==> config.mk <==
export PLATFORM = sky130hd
export DESIGN_NAME = qspi_rx_loader
export DESIGN_NICKNAME = d
export VERILOG_FILES = /design/src/rtl/qspi_rx_loader.sv
export SDC_FILE = /design/constraint.sdc
export NUM_CORES = 1
export LEC_CHECK = 0
export CORE_ASPECT_RATIO = 2
export CORE_MARGIN = 3
export CORE_UTILIZATION = 30
export CTS_BUF_LIST = sky130_fd_sc_hd__clkbuf_8
export CTS_CLUSTER_SIZE = 14
export DETAILED_ROUTE_END_ITERATION = 12
export GPL_TIMING_DRIVEN = 1
export PLACE_DENSITY = 0.57
export SETUP_SLACK_MARGIN = 0.3
export SYNTH_ARGS = -nofsm -noshare
export SYNTH_HDL_FRONTEND = slang
export SYNTH_SLANG_ARGS = --single-unit
==> constraint.sdc <==
create_clock -name clk_i -period 2.1 [get_ports clk_i]
set_input_delay 0.21 -clock clk_i [delete_from_list [all_inputs] [get_ports clk_i]]
set_output_delay 0.21 -clock clk_i [all_outputs]
set_load 0.01 [all_outputs]
==> src/rtl/qspi_rx_loader.sv <==
// qspi_rx_loader
//   Quad-SPI slave receiver feeding the program/data RAM loader port.
//   The QSPI pins are synchronised into clk_i, nibbles are assembled into a
//   start address followed by DATA_WIDTH-bit words, and each completed word
//   produces a single-cycle write strobe with an auto-incrementing address.
//
// Ports
//   clk_i        system clock (must run at least 4x the QSPI clock)
//   reset_i      synchronous active-high reset
//   qspi_cs_n_i  chip select, async, active low
//   qspi_sck_i   QSPI clock, async, data sampled on its rising edge
//   qspi_io_i    data nibble, async
//   wr_en_o      one-cycle write strobe
//   addr_o       write address, valid with wr_en_o
//   data_o       write data, valid with wr_en_o
//   busy_o       frame in progress (address or data phase)
//   frame_done_o one-cycle pulse at a clean end of frame
//   frame_err_o  sticky: last frame ended on a partial field
module qspi_rx_loader #(
  parameter int ADDR_WIDTH  = 13,
  parameter int DATA_WIDTH  = 8,
  parameter int SYNC_STAGES = 2
) (
  input  logic                  clk_i,
  input  logic                  reset_i,
  input  logic                  qspi_cs_n_i,
  input  logic                  qspi_sck_i,
  input  logic [3:0]            qspi_io_i,
  output logic                  wr_en_o,
  output logic [ADDR_WIDTH-1:0] addr_o,
  output logic [DATA_WIDTH-1:0] data_o,
  output logic                  busy_o,
  output logic                  frame_done_o,
  output logic                  frame_err_o
);

  localparam int ADDR_BYTES = (ADDR_WIDTH + 7) / 8;
  localparam int ADDR_NIBS  = 2 * ADDR_BYTES;
  localparam int DATA_NIBS  = DATA_WIDTH / 4;
  localparam int NIB_MAX    = (ADDR_NIBS > DATA_NIBS) ? ADDR_NIBS : DATA_NIBS;
  localparam int CNT_W      = $clog2(NIB_MAX + 1);

  localparam logic [CNT_W-1:0] ADDR_LAST = CNT_W'(ADDR_NIBS - 1);
  localparam logic [CNT_W-1:0] DATA_LAST = CNT_W'(DATA_NIBS - 1);

  typedef enum logic [1:0] {
    S_IDLE,
    S_ADDR,
    S_DATA,
    S_DONE
  } state_t;

  // Synchronisers are deliberately not reset: after a reset the FSM must see
  // the true pin level so that a frame already in flight is ignored.
  logic [SYNC_STAGES-1:0]      cs_sync;
  logic [SYNC_STAGES:0]        sck_sync;
  logic [SYNC_STAGES-1:0][3:0] io_sync;

  always_ff @(posedge clk_i) begin
    cs_sync  <= {cs_sync[SYNC_STAGES-2:0], qspi_cs_n_i};
    sck_sync <= {sck_sync[SYNC_STAGES-1:0], qspi_sck_i};
    io_sync  <= {io_sync[SYNC_STAGES-2:0], qspi_io_i};
  end

  logic       cs_s;
  logic       sck_rise;
  logic [3:0] io_s;

  assign cs_s     = cs_sync[SYNC_STAGES-1];
  assign sck_rise = sck_sync[SYNC_STAGES-1] & ~sck_sync[SYNC_STAGES];
  assign io_s     = io_sync[SYNC_STAGES-1];

  state_t                state_q, state_d;
  logic [CNT_W-1:0]      cnt_q, cnt_d;
  logic                  rearm_q;
  logic [ADDR_WIDTH-1:0] addr_q;
  logic [ADDR_WIDTH-1:0] addr_next;
  logic [DATA_WIDTH-1:0] word_next;

  logic frame_start;
  logic addr_shift_en;
  logic addr_load;
  logic word_shift_en;
  logic word_write;
  logic end_clean;
  logic end_partial;

  // Shift registers hold only the bits that survive into the final field:
  // the incoming nibble completes the value, older bits fall off the top.
  // The address field may be wider on the wire than ADDR_WIDTH; its excess
  // high bits are dropped here.
  if (ADDR_WIDTH > 4) begin : g_addr_sr
    logic [ADDR_WIDTH-5:0] addr_sr_q;
    always_ff @(posedge clk_i) begin
      if (addr_shift_en) addr_sr_q <= addr_next[ADDR_WIDTH-5:0];
    end
    assign addr_next = {addr_sr_q, io_s};
  end else begin : g_addr_nib
    assign addr_next = io_s[ADDR_WIDTH-1:0];
  end

  if (DATA_WIDTH > 4) begin : g_word_sr
    logic [DATA_WIDTH-5:0] word_sr_q;
    always_ff @(posedge clk_i) begin
      if (word_shift_en) word_sr_q <= word_next[DATA_WIDTH-5:0];
    end
    assign word_next = {word_sr_q, io_s};
  end else begin : g_word_nib
    assign word_next = io_s;
  end

  always_ff @(posedge clk_i) begin
    if (reset_i) begin
      state_q <= S_IDLE;
      cnt_q   <= '0;
    end else begin
      state_q <= state_d;
      cnt_q   <= cnt_d;
    end
  end

  // A cs_n rise outranks an SCK rise seen in the same cycle.
  always_comb begin
    state_d       = state_q;
    cnt_d         = cnt_q;
    frame_start   = 1'b0;
    addr_shift_en = 1'b0;
    addr_load     = 1'b0;
    word_shift_en = 1'b0;
    word_write    = 1'b0;
    end_clean     = 1'b0;
    end_partial   = 1'b0;
    unique case (state_q)
      S_IDLE: begin
        if (rearm_q && !cs_s) begin
          state_d     = S_ADDR;
          cnt_d       = '0;
          frame_start = 1'b1;
        end
      end
      S_ADDR: begin
        if (cs_s) begin
          state_d     = S_DONE;
          end_partial = 1'b1;
        end else if (sck_rise) begin
          addr_shift_en = 1'b1;
          if (cnt_q == ADDR_LAST) begin
            addr_load = 1'b1;
            cnt_d     = '0;
            state_d   = S_DATA;
          end else begin
            cnt_d = cnt_q + CNT_W'(1);
          end
        end
      end
      S_DATA: begin
        if (cs_s) begin
          state_d     = S_DONE;
          end_clean   = (cnt_q == '0);
          end_partial = (cnt_q != '0);
        end else if (sck_rise) begin
          word_shift_en = 1'b1;
          if (cnt_q == DATA_LAST) begin
            word_write = 1'b1;
            cnt_d      = '0;
          end else begin
            cnt_d = cnt_q + CNT_W'(1);
          end
        end
      end
      S_DONE: state_d = S_IDLE;
      default: state_d = S_IDLE;
    endcase
  end

  always_ff @(posedge clk_i) begin
    if (reset_i) begin
      rearm_q      <= 1'b0;
      addr_q       <= '0;
      wr_en_o      <= 1'b0;
      addr_o       <= '0;
      data_o       <= '0;
      frame_done_o <= 1'b0;
      frame_err_o  <= 1'b0;
    end else begin
      rearm_q      <= rearm_q | cs_s;
      wr_en_o      <= word_write;
      frame_done_o <= end_clean;
      if (word_write) begin
        data_o <= word_next;
        addr_o <= addr_q;
      end
      // Increment the cycle after the strobe so addr_o carries the old value.
      if (addr_load) addr_q <= addr_next;
      else if (wr_en_o) addr_q <= addr_q + ADDR_WIDTH'(1);
      if (frame_start) frame_err_o <= 1'b0;
      else if (end_partial) frame_err_o <= 1'b1;
    end
  end

  assign busy_o = (state_q == S_ADDR) || (state_q == S_DATA);

endmodule

Yosys cells after proc, flatten, opt, wreduce, memory -nomap -nowiden
Index checks and enable logic that the tools add are counted.
{"block": "word_totals", "regBits": 69, "inputBits": 8, "output_inout_bits": 25, "word_cells": 80}
{"block": "op_classes", "addsub": 2, "n_eq_ne": 13, "mux": 33, "bitwise": 5, "n_reduce_logical": 12}
{"operator": "2-to-1 mux 13 bit", "n": 2}
{"operator": "2-to-1 mux 3 bit", "n": 7}
{"operator": "2-to-1 mux 1 bit", "n": 16}
{"operator": "adder 13 x 1 -> 13 bit (second input constant)", "n": 1}
{"operator": "inequality test 2 bit (second input constant)", "n": 6}
{"operator": "2-to-1 mux 2 bit", "n": 5}
{"operator": "case mux 3 bit (3 select lines)", "n": 1}
{"operator": "case mux 2 bit (4 select lines)", "n": 1}
{"operator": "inequality test 3 bit (second input constant)", "n": 2}
{"operator": "AND reduction 6 bit", "n": 1}
{"operator": "nonzero test 3 bit", "n": 2}
{"operator": "== test 2 bit (second input constant)", "n": 2}
{"operator": "AND reduction 4 bit", "n": 1}
{"operator": "adder 3 x 1 -> 3 bit (second input constant)", "n": 1}
{"operator": "== test 3 x 1 -> 1 bit (second input constant)", "n": 1}
{"operator": "== test 3 x 2 -> 1 bit (second input constant)", "n": 1}
{"operator": "logical NOT 3 bit", "n": 1}
{"operator": "NOT 1 bit", "n": 3}
{"operator": "OR reduction 3 bit", "n": 1}
{"operator": "== test 2 x 1 -> 1 bit (second input constant)", "n": 1}
{"operator": "logical NOT 2 bit", "n": 1}
{"operator": "case mux 1 bit (2 select lines)", "n": 1}
{"operator": "nonzero test 2 bit", "n": 1}
{"operator": "OR reduction 2 bit", "n": 1}
{"operator": "5 further kinds", "n": 5}

Longest topological paths before layout
Gate-level depths: netlist (run 1).
{"block": "logic_depth", "ltp_word": 6, "mapped_depth": 7, "mapped_depth_nobuf": 6}

Worst setup path before layout (run 1)
OpenSTA, ideal clock, no wires.
{"block": "synth_timing", "path_kind": "register to register", "start": "reg state_q[1]", "end": "reg addr_q[10]", "setup_time_ps": 137, "arrival_time_ps": 1605, "required_ps": 1963, "path_slack_ps": 357, "path_stages_with_launch": 8, "n_path_buf": 1, "period_less_slack_ps": 1743, "path_cell_list": "dfxtp_1 > inv_1 > ha_1 > and4bb_1 > nand2_2 > buf_2 > nor2_1 > a211oi_2"}
{"block": "synth_via", "elab_chain_cells": 3, "word_cells_on_any_way": 4, "cone_classes": "eq/ne: 1; mux: 2; reduce/logical: 1"}
{"element": "start, declared", "line_no": "73", "rtl": "state_t state_q, state_d;"}
{"element": "start signal, assigned", "line_no": "117", "rtl": "state_q <= state_d;"}
{"element": "== test 2 x 1 -> 1 bit *", "line_no": "133", "rtl": "unique case (state_q)"}
{"element": "2-to-1 mux 1 bit *", "line_no": "133"}
{"element": "2-to-1 mux 13 bit / nonzero test 2 bit (equally long branches)"}
{"element": "end signal, assigned", "line_no": "194", "rtl": "if (addr_load) addr_q <= addr_next;"}
{"element": "end signal, assigned", "line_no": "195", "rtl": "else if (wr_en_o) addr_q <= addr_q + ADDR_WIDTH'(1);"}
{"element": "end, declared", "line_no": "76", "rtl": "logic [ADDR_WIDTH-1:0] addr_q;"}
Mark *: on every way between the ends. The rest lies on a longest branch, timed or not.
A chain may end at the register's enable or synchronous reset.

Worst setup path in the final report (run 1)
{"block": "layout_timing", "start": "reg cnt_q[0]", "end": "reg state_q[0]"}
{"block": "layout_via", "elab_chain_cells": 3}
{"element": "start, declared", "line_no": "74", "rtl": "logic [CNT_W-1:0] cnt_q, cnt_d;"}
{"element": "start signal, assigned", "line_no": "118", "rtl": "cnt_q <= cnt_d;"}
{"element": "== test 3 x 2 -> 1 bit", "line_no": "147", "rtl": "if (cnt_q == ADDR_LAST) begin"}
{"element": "inequality test 3 bit (no source line)"}
{"element": "AND reduction 4 bit (no source line)"}
No other way between the ends.

==> results.json, run 1 <==
{
  "min-delay-start": "qspi_sck_i",
  "grt_setup_unrepaired": "yes",
  "clk_path_buf_depth": 2,
  "dp_hpwl_um": 4030,
  "wl_um": 5720,
  "synth_edf_count": 13,
  "post-route-period-util_pct": 83.4,
  "crit_required_ns": 2.34,
  "die_x_um": 73.4,
  "clock_sinks": 69,
  "cts_root_buf": "clkbuf_8",
  "cts_tree": "done",
  "vias": 1959,
  "drt_iter0_drc": 142,
  "die-area_mm2": 0.0103,
  "yosys_warnings": 0,
  "clk_pin_slew_worst_paths_ns": 0.07,
  "swShare_pct": 26.3,
  "grt_usage_pct": 12.0,
  "drtAntennaViolNets": 0,
  "grt_use_met3_pct": 3.50,
  "synth.area.top_cells": "dfxtp_1 41%, edfxtp_1 14%, nand2_1 6.6%, ha_1 5.5%, a21oi_1 4.0%",
  "clock_latency_ns": 0.35,
  "synth_common_cells": "56 x dfxtp_1, 48 x nand2_1, 22 x a21oi_1, 20 x nor2_1, 13 x edfxtp_1",
  "syn_nets": 286,
  "start_util_pct": 31.3,
  "die_h_um": 141,
  "area_delta_synth_final_pct": 25.5,
  "p_switching_uw": 752,
  "overflow": 0,
  "worstMarginPinSlew_ns": 0.494,
  "row_count": 48,
  "worstSetupStartpoint": "cnt_q[0]",
  "antenna_found_initial": 0,
  "vias_per_cell": 4.81,
  "cts_max_level": 3,
  "peakVddDrop_mv": 0.597,
  "status": "completed",
  "synth_top_area_share_pct": 41.2,
  "multiInputGateArea_mm2": 0.00116,
  "antenna_cells": 0,
  "yosysMostFrequentCell": "dfxtp_1",
  "max_freq_mhz": 571,
  "clkPwrFrac_pct": 34.0,
  "drtPass1Iterations": 4,
  "powerDensity_mw_per_mm2": 837,
  "endpoint_kind": "register",
  "p_total_uw": 2860,
  "ys_seq_elements": 69,
  "seq_area_mm2": 0.00152,
  "ctsHoldBuffers": 0,
  "relSlewSlack_pct": 66.9,
  "use_met1_pct": 11.3,
  "cp-start-kind": "register",
  "p_seq_share_pct": 50.3,
  "hold_class": "primary input to register",
  "drive_above_1_share_pct": 14.7,
  "cap_violations": 0,
  "gr-usage-met2_pct": 21.7,
  "grt_max_degree": 38,
  "ys.flop_type": "dfxtp_1",
  "cp.arrival_ns": 1.99,
  "cp_max_fo": 5,
  "nets": 322,
  "cts_buffers": 9,
  "p_leak_uw": 0.00115,
  "drc_errors": 0,
  "syn_area_per_cell_um2": 10.2,
  "slew_viol_final": 0,
  "coreArea_mm2": 0.00871,
  "busiest_layer": "met2",
  "r2r-start": "cnt_q[0]",
  "async_flop_share_pct": 0,
  "pin_count": 33,
  "synth_top_cell_by_area": "dfxtp_1",
  "power_frac_comb_pct": 15.7,
  "yosys.cell_types.count": 43,
  "setup_violations": 0,
  "grt_pass1_wl_um": 9230,
  "drt-wirelength-per-cell_um": 14.0,
  "fin_crit_ns": 1.75,
  "grt_pass1_vias": 1960,
  "synthesis.area_mm2": 0.00272,
  "fin_skew_ns": 0.00936,
  "finalSetupTns_ns": 0,
  "gp_congestion": 0.783,
  "p_int_uw": 2110,
  "path_class": "register to register",
  "fillCellCount": 846,
  "syn_inst": 266,
  "io_buffers": 32,
  "synth_seq_area_share_pct": 55.5,
  "hold_viol_final": 0
}
## area by class of cell
class	instances	area share [%]
Clock buffer	12	4.83
Multi-Input combinational cell	172	33.9
Sequential cell	69	44.4
Clock inverter	4	0.476
Tap cell	100	3.66
Inverter	12	1.32
Timing Repair Buffer	38	11.4
## kinds of logic (layout without fill, tap and decap cells)
group	Yosys count	in the layout	synth area share, %
buffers and inverters	25	66	4.00
multiplexers	3	3	1.15
adder cells (fa/ha/maj)	12	12	5.51
AO/OA/AOI/OAI	50	50	13.0
flip-flops	69	69	55.5
XOR/XNOR	12	12	3.86
AND/OR/NAND/NOR	95	95	17.0
## flip-flops by register name, indices dropped and copies added, names as in the netlist, 2 cells and up
register,flops
addr_o,13
addr_q,13
cnt_q,3
cs_sync,2
data_o,8
g_addr_sr.addr_sr_q,9
g_word_sr.word_sr_q,4
io_s,4
io_sync,4
sck_sync,3
state_q,2
## power groups by stage
stage,clock (µW),sequential [µW],combinational (µW)
floorplan,0,1440,263
global placement,0,1450,373
detailed placement,0,1460,381
CTS,1010,1430,397
global route,1060,1450,492
finish,972,1440,450
## layer usage
layer | share of wire [%] | routed length, µm
met3 | 3.6 | 204
met4 | 3.7 | 211
met2 | 56 | 3210
met1 | 37 | 2090
met5 | 0 | 0
## layout by cell type, fill, tap and decap left out, types with 7 or more instances in the layout
cell	synthesis	routed
dfxtp_1	56	52
nand2_1	48	48
clkdlybuf4s50_1	0	31
a21oi_1	22	22
nor2_1	20	20
inv_1	12	14
edfxtp_1	13	13
a211oi_1	12	12
clkbuf_8	0	12
xnor2_1	9	9
ha_1	12	7
## what timing repair did
item                                    in CTS  in global routing
endpoints found under the setup margin      39                 38
pin swaps                                    2                  2
resized for setup                            8                 10
setup buffers                                1                  1
gates cloned                                 0                  0
## worst max-delay path: stages, from the launching register on
cell and delay, ns:
dfxtp_2 0.37, ha_2 0.21, ha_2 0.20, nor4bb_4 0.28
o32a_1 0.25, o21ai_0 0.11, a221oi_1 0.24
## per-stage QoR
step / instance area, µm² / std cells / setup slack, ns / hold WS (ns) / util, %
final: 3420 / 407 / 0.350 / 0.307 / 39.3
after global routing: 3420 / 407 / 0.244 / 0.287 / 39.3
after CTS: 3370 / 406 / 0.306 / 0.283 / 38.6
after detailed placement: 3160 / 389 / 0.138 / 0.312 / 36.3
after global placement: 3160 / 389 / 0.206 / 0.311 / 36.3
after floorplan: 2720 / 266 / 0.357 / 0.238 / -
## worst paths after layout
kind                                    end  slack, ns  cells after the start
worst min-delay path            sck_sync[0]       0.31                      1
worst max register to register   state_q[0]       0.35                      6
worst max-delay path             state_q[0]       0.35                      6
worst min register to register   cs_sync[1]       0.33                      0
(Power assumes the default switching activity.)
==> run 2, diff against run 1 <==
--- a/config.mk
+++ b/config.mk
@@ -12,7 +12,7 @@
 export CTS_CLUSTER_SIZE = 14
 export DETAILED_ROUTE_END_ITERATION = 12
 export GPL_TIMING_DRIVEN = 1
-export PLACE_DENSITY = 0.57
+export PLACE_DENSITY = 0.59
 export SETUP_SLACK_MARGIN = 0.3
 export SYNTH_ARGS = -nofsm -noshare
 export SYNTH_HDL_FRONTEND = slang
==> constraint.sdc (replaced) <==
create_clock -name clk_i -period 1.44 [get_ports clk_i]
set_input_delay 0.144 -clock clk_i [delete_from_list [all_inputs] [get_ports clk_i]]
set_output_delay 0.144 -clock clk_i [all_outputs]
set_load 0.01 [all_outputs]
==> run 2 against run 1 <==
  * The flow now finishes with violations (negative setup slack)
  * Flip-flop and latch count unchanged
  * Maximum frequency is 11% higher
  * Sequential share of layout area fell by 7.4 points
  * Highest routed layer unchanged
==> results.json, run 2 (same netlist as run 1, synthesis figures left out) <==
{
  "coreArea_mm2": 0.00871,
  "grt_setup_unrepaired": "yes",
  "swShare_pct": 27.8,
  "fin_area_mm2": 0.00413,
  "cts_buffers": 9,
  "clkPwrFrac_pct": 29.0,
  "status": "complete, but fails checks",
  "path_common_cell": "ha_4",
  "p_switching_uw": 1230,
  "drt-wirelength-per-cell_um": 15.8,
  "p_leak_uw": 0.00145,
  "utilization_pct": 47.4,
  "fin_skew_ns": 0.00969,
  "die_x_um": 73.4,
  "grt_usage_pct": 14.0,
  "path_delay_family": "flip-flops",
  "setup_violations": 52,
  "worstPathCellList": "ha_4 -> ha_4 -> nor4bb_4 -> o32a_1 -> buf_4 -> mux2i_1 -> nor2_1",
  "max_freq_mhz": 633,
  "critPathBufInv": 1,
  "worstMarginPinSlew_ns": 0.309,
  "antenna_found_initial": 0,
  "hold_viol_final": 0,
  "area_delta_synth_final_pct": 51.6,
  "cp_max_fo": 3,
  "drc_errors": 0,
  "relSlewSlack_pct": 79.3,
  "layout_commonest_cell": "dfxtp_1",
  "slew_viol_final": 0,
  "reg_top3": "addr_o: 13 flops, addr_q: 13 flops, g_addr_sr.addr_sr_q: 9 flops",
  "drt_iter0_drc": 65,
  "dp_hpwl_um": 4270,
  "pin_count": 33,
  "drive_above_1_share_pct": 44.5,
  "antenna_cells": 0,
  "cp-start-kind": "register",
  "overflow": 0,
  "path_class": "register to register",
  "dpl_cell_area_mm2": 0.00346,
  "clock_latency_ns": 0.35,
  "drtPass1Iterations": 4,
  "p_int_uw": 3190,
  "start_util_pct": 31.3,
  "die-area_mm2": 0.0103,
  "p_seq_share_pct": 47.9,
  "clk_pin_slew_worst_paths_ns": 0.07,
  "violations": "negative setup slack",
  "clock_sinks": 69,
  "hold_class": "primary input to register",
  "endpoint_kind": "register",
  "row_count": 48,
  "cts_root_buf": "clkbuf_8",
  "grt_max_degree": 34,
  "crit_path_top_delay_cell": "dfxtp_4",
  "cts_max_level": 3,
  "ctsHoldBuffers": 0,
  "wl_um": 7050,
  "vias": 2186,
  "cts_tree": "done",
  "power_frac_comb_pct": 23.1,
  "grt_pass1_wl_um": 10600,
  "gp_congestion": 0.782,
  "powerDensity_mw_per_mm2": 1070,
  "cp.arrival_ns": 1.82,
  "post-route-period-util_pct": 110,
  "vias_per_cell": 4.90,
  "io_buffers": 32,
  "grt_pass1_vias": 2235,
  "critPathMaxStageDelay_ns": 0.35,
  "cap_violations": 0,
  "layout_common_cells": "49 x dfxtp_1, 27 x buf_4, 22 x nand2_2",
  "nets": 361,
  "fin_ws_ns": -0.141,
  "drtAntennaViolNets": 0,
  "fin_crit_ns": 1.58,
  "peakVddDrop_mv": 0.760,
  "crit_required_ns": 1.68,
  "die_h_um": 141,
  "clk_path_buf_depth": 2
}
-- run 2: path summary, 6_finish.rpt --
check,cells past startpoint,end,start,slack (ns)
worst max-delay path,7,state_q[1],cnt_q[0],-0.14
worst min-delay path,1,sck_sync[0],qspi_sck_i,0.24
worst max register to register,7,state_q[1],cnt_q[0],-0.14
worst min register to register,0,io_s[0],io_sync[0],0.32
-- run 2: final cells by class --
cell class,instances,area [µm²]
Fill cell,797,4580
Multi-Input combinational cell,178,1570
Sequential cell,69,1530
Timing Repair Buffer,71,701
Tap cell,100,125
Clock buffer,9,124
Inverter,12,52.6
Clock inverter,7,30.0
-- run 2: repair_timing --
item | in CTS | in global routing
buffers inserted | 6 | 3
gates resized for setup | 78 | 61
pin swaps | 32 | 26
setup endpoints to repair | 79 | 72
cloned | 7 | 3
-- run 2: power groups by stage --
| stage | combinational, µW | sequential [µW] | clock [µW] |
|---|---|---|---|
| after global placement | 736 | 2150 | 0 |
| after CTS | 946 | 2110 | 1330 |
| final | 1020 | 2110 | 1280 |
| after floorplan | 479 | 2140 | 0 |
| after detailed placement | 754 | 2160 | 0 |
| after global routing | 1110 | 2120 | 1420 |
-- run 2: routing by layer --
layer | part of all wire (%) | vias up | wire length, µm | global-route usage, %
met4 | 4.8 | 0 | 340 | 7.26
li1 | - | 1079 | - | -
met5 | 0 | - | 0 | 0
met3 | 3.5 | 20 | 244 | 3.93
met1 | 32 | 1037 | 2280 | 12.0
met2 | 59 | 50 | 4190 | 27.3
-- run 2: metrics by stage --
step	setup TNS, ns	instances	total power [µW]	worst slack (ns)	hold slack, ns
finish	-2.90	446	4420	-0.141	0.235
global route	-5.08	446	4650	-0.211	0.216
CTS	-1.59	440	4390	-0.190	0.213
detailed placement	-2.12	411	2910	-0.199	0.312
global placement	-1.19	411	2890	-0.100	0.311
floorplan	-0.350	266	2620	-0.134	0.172
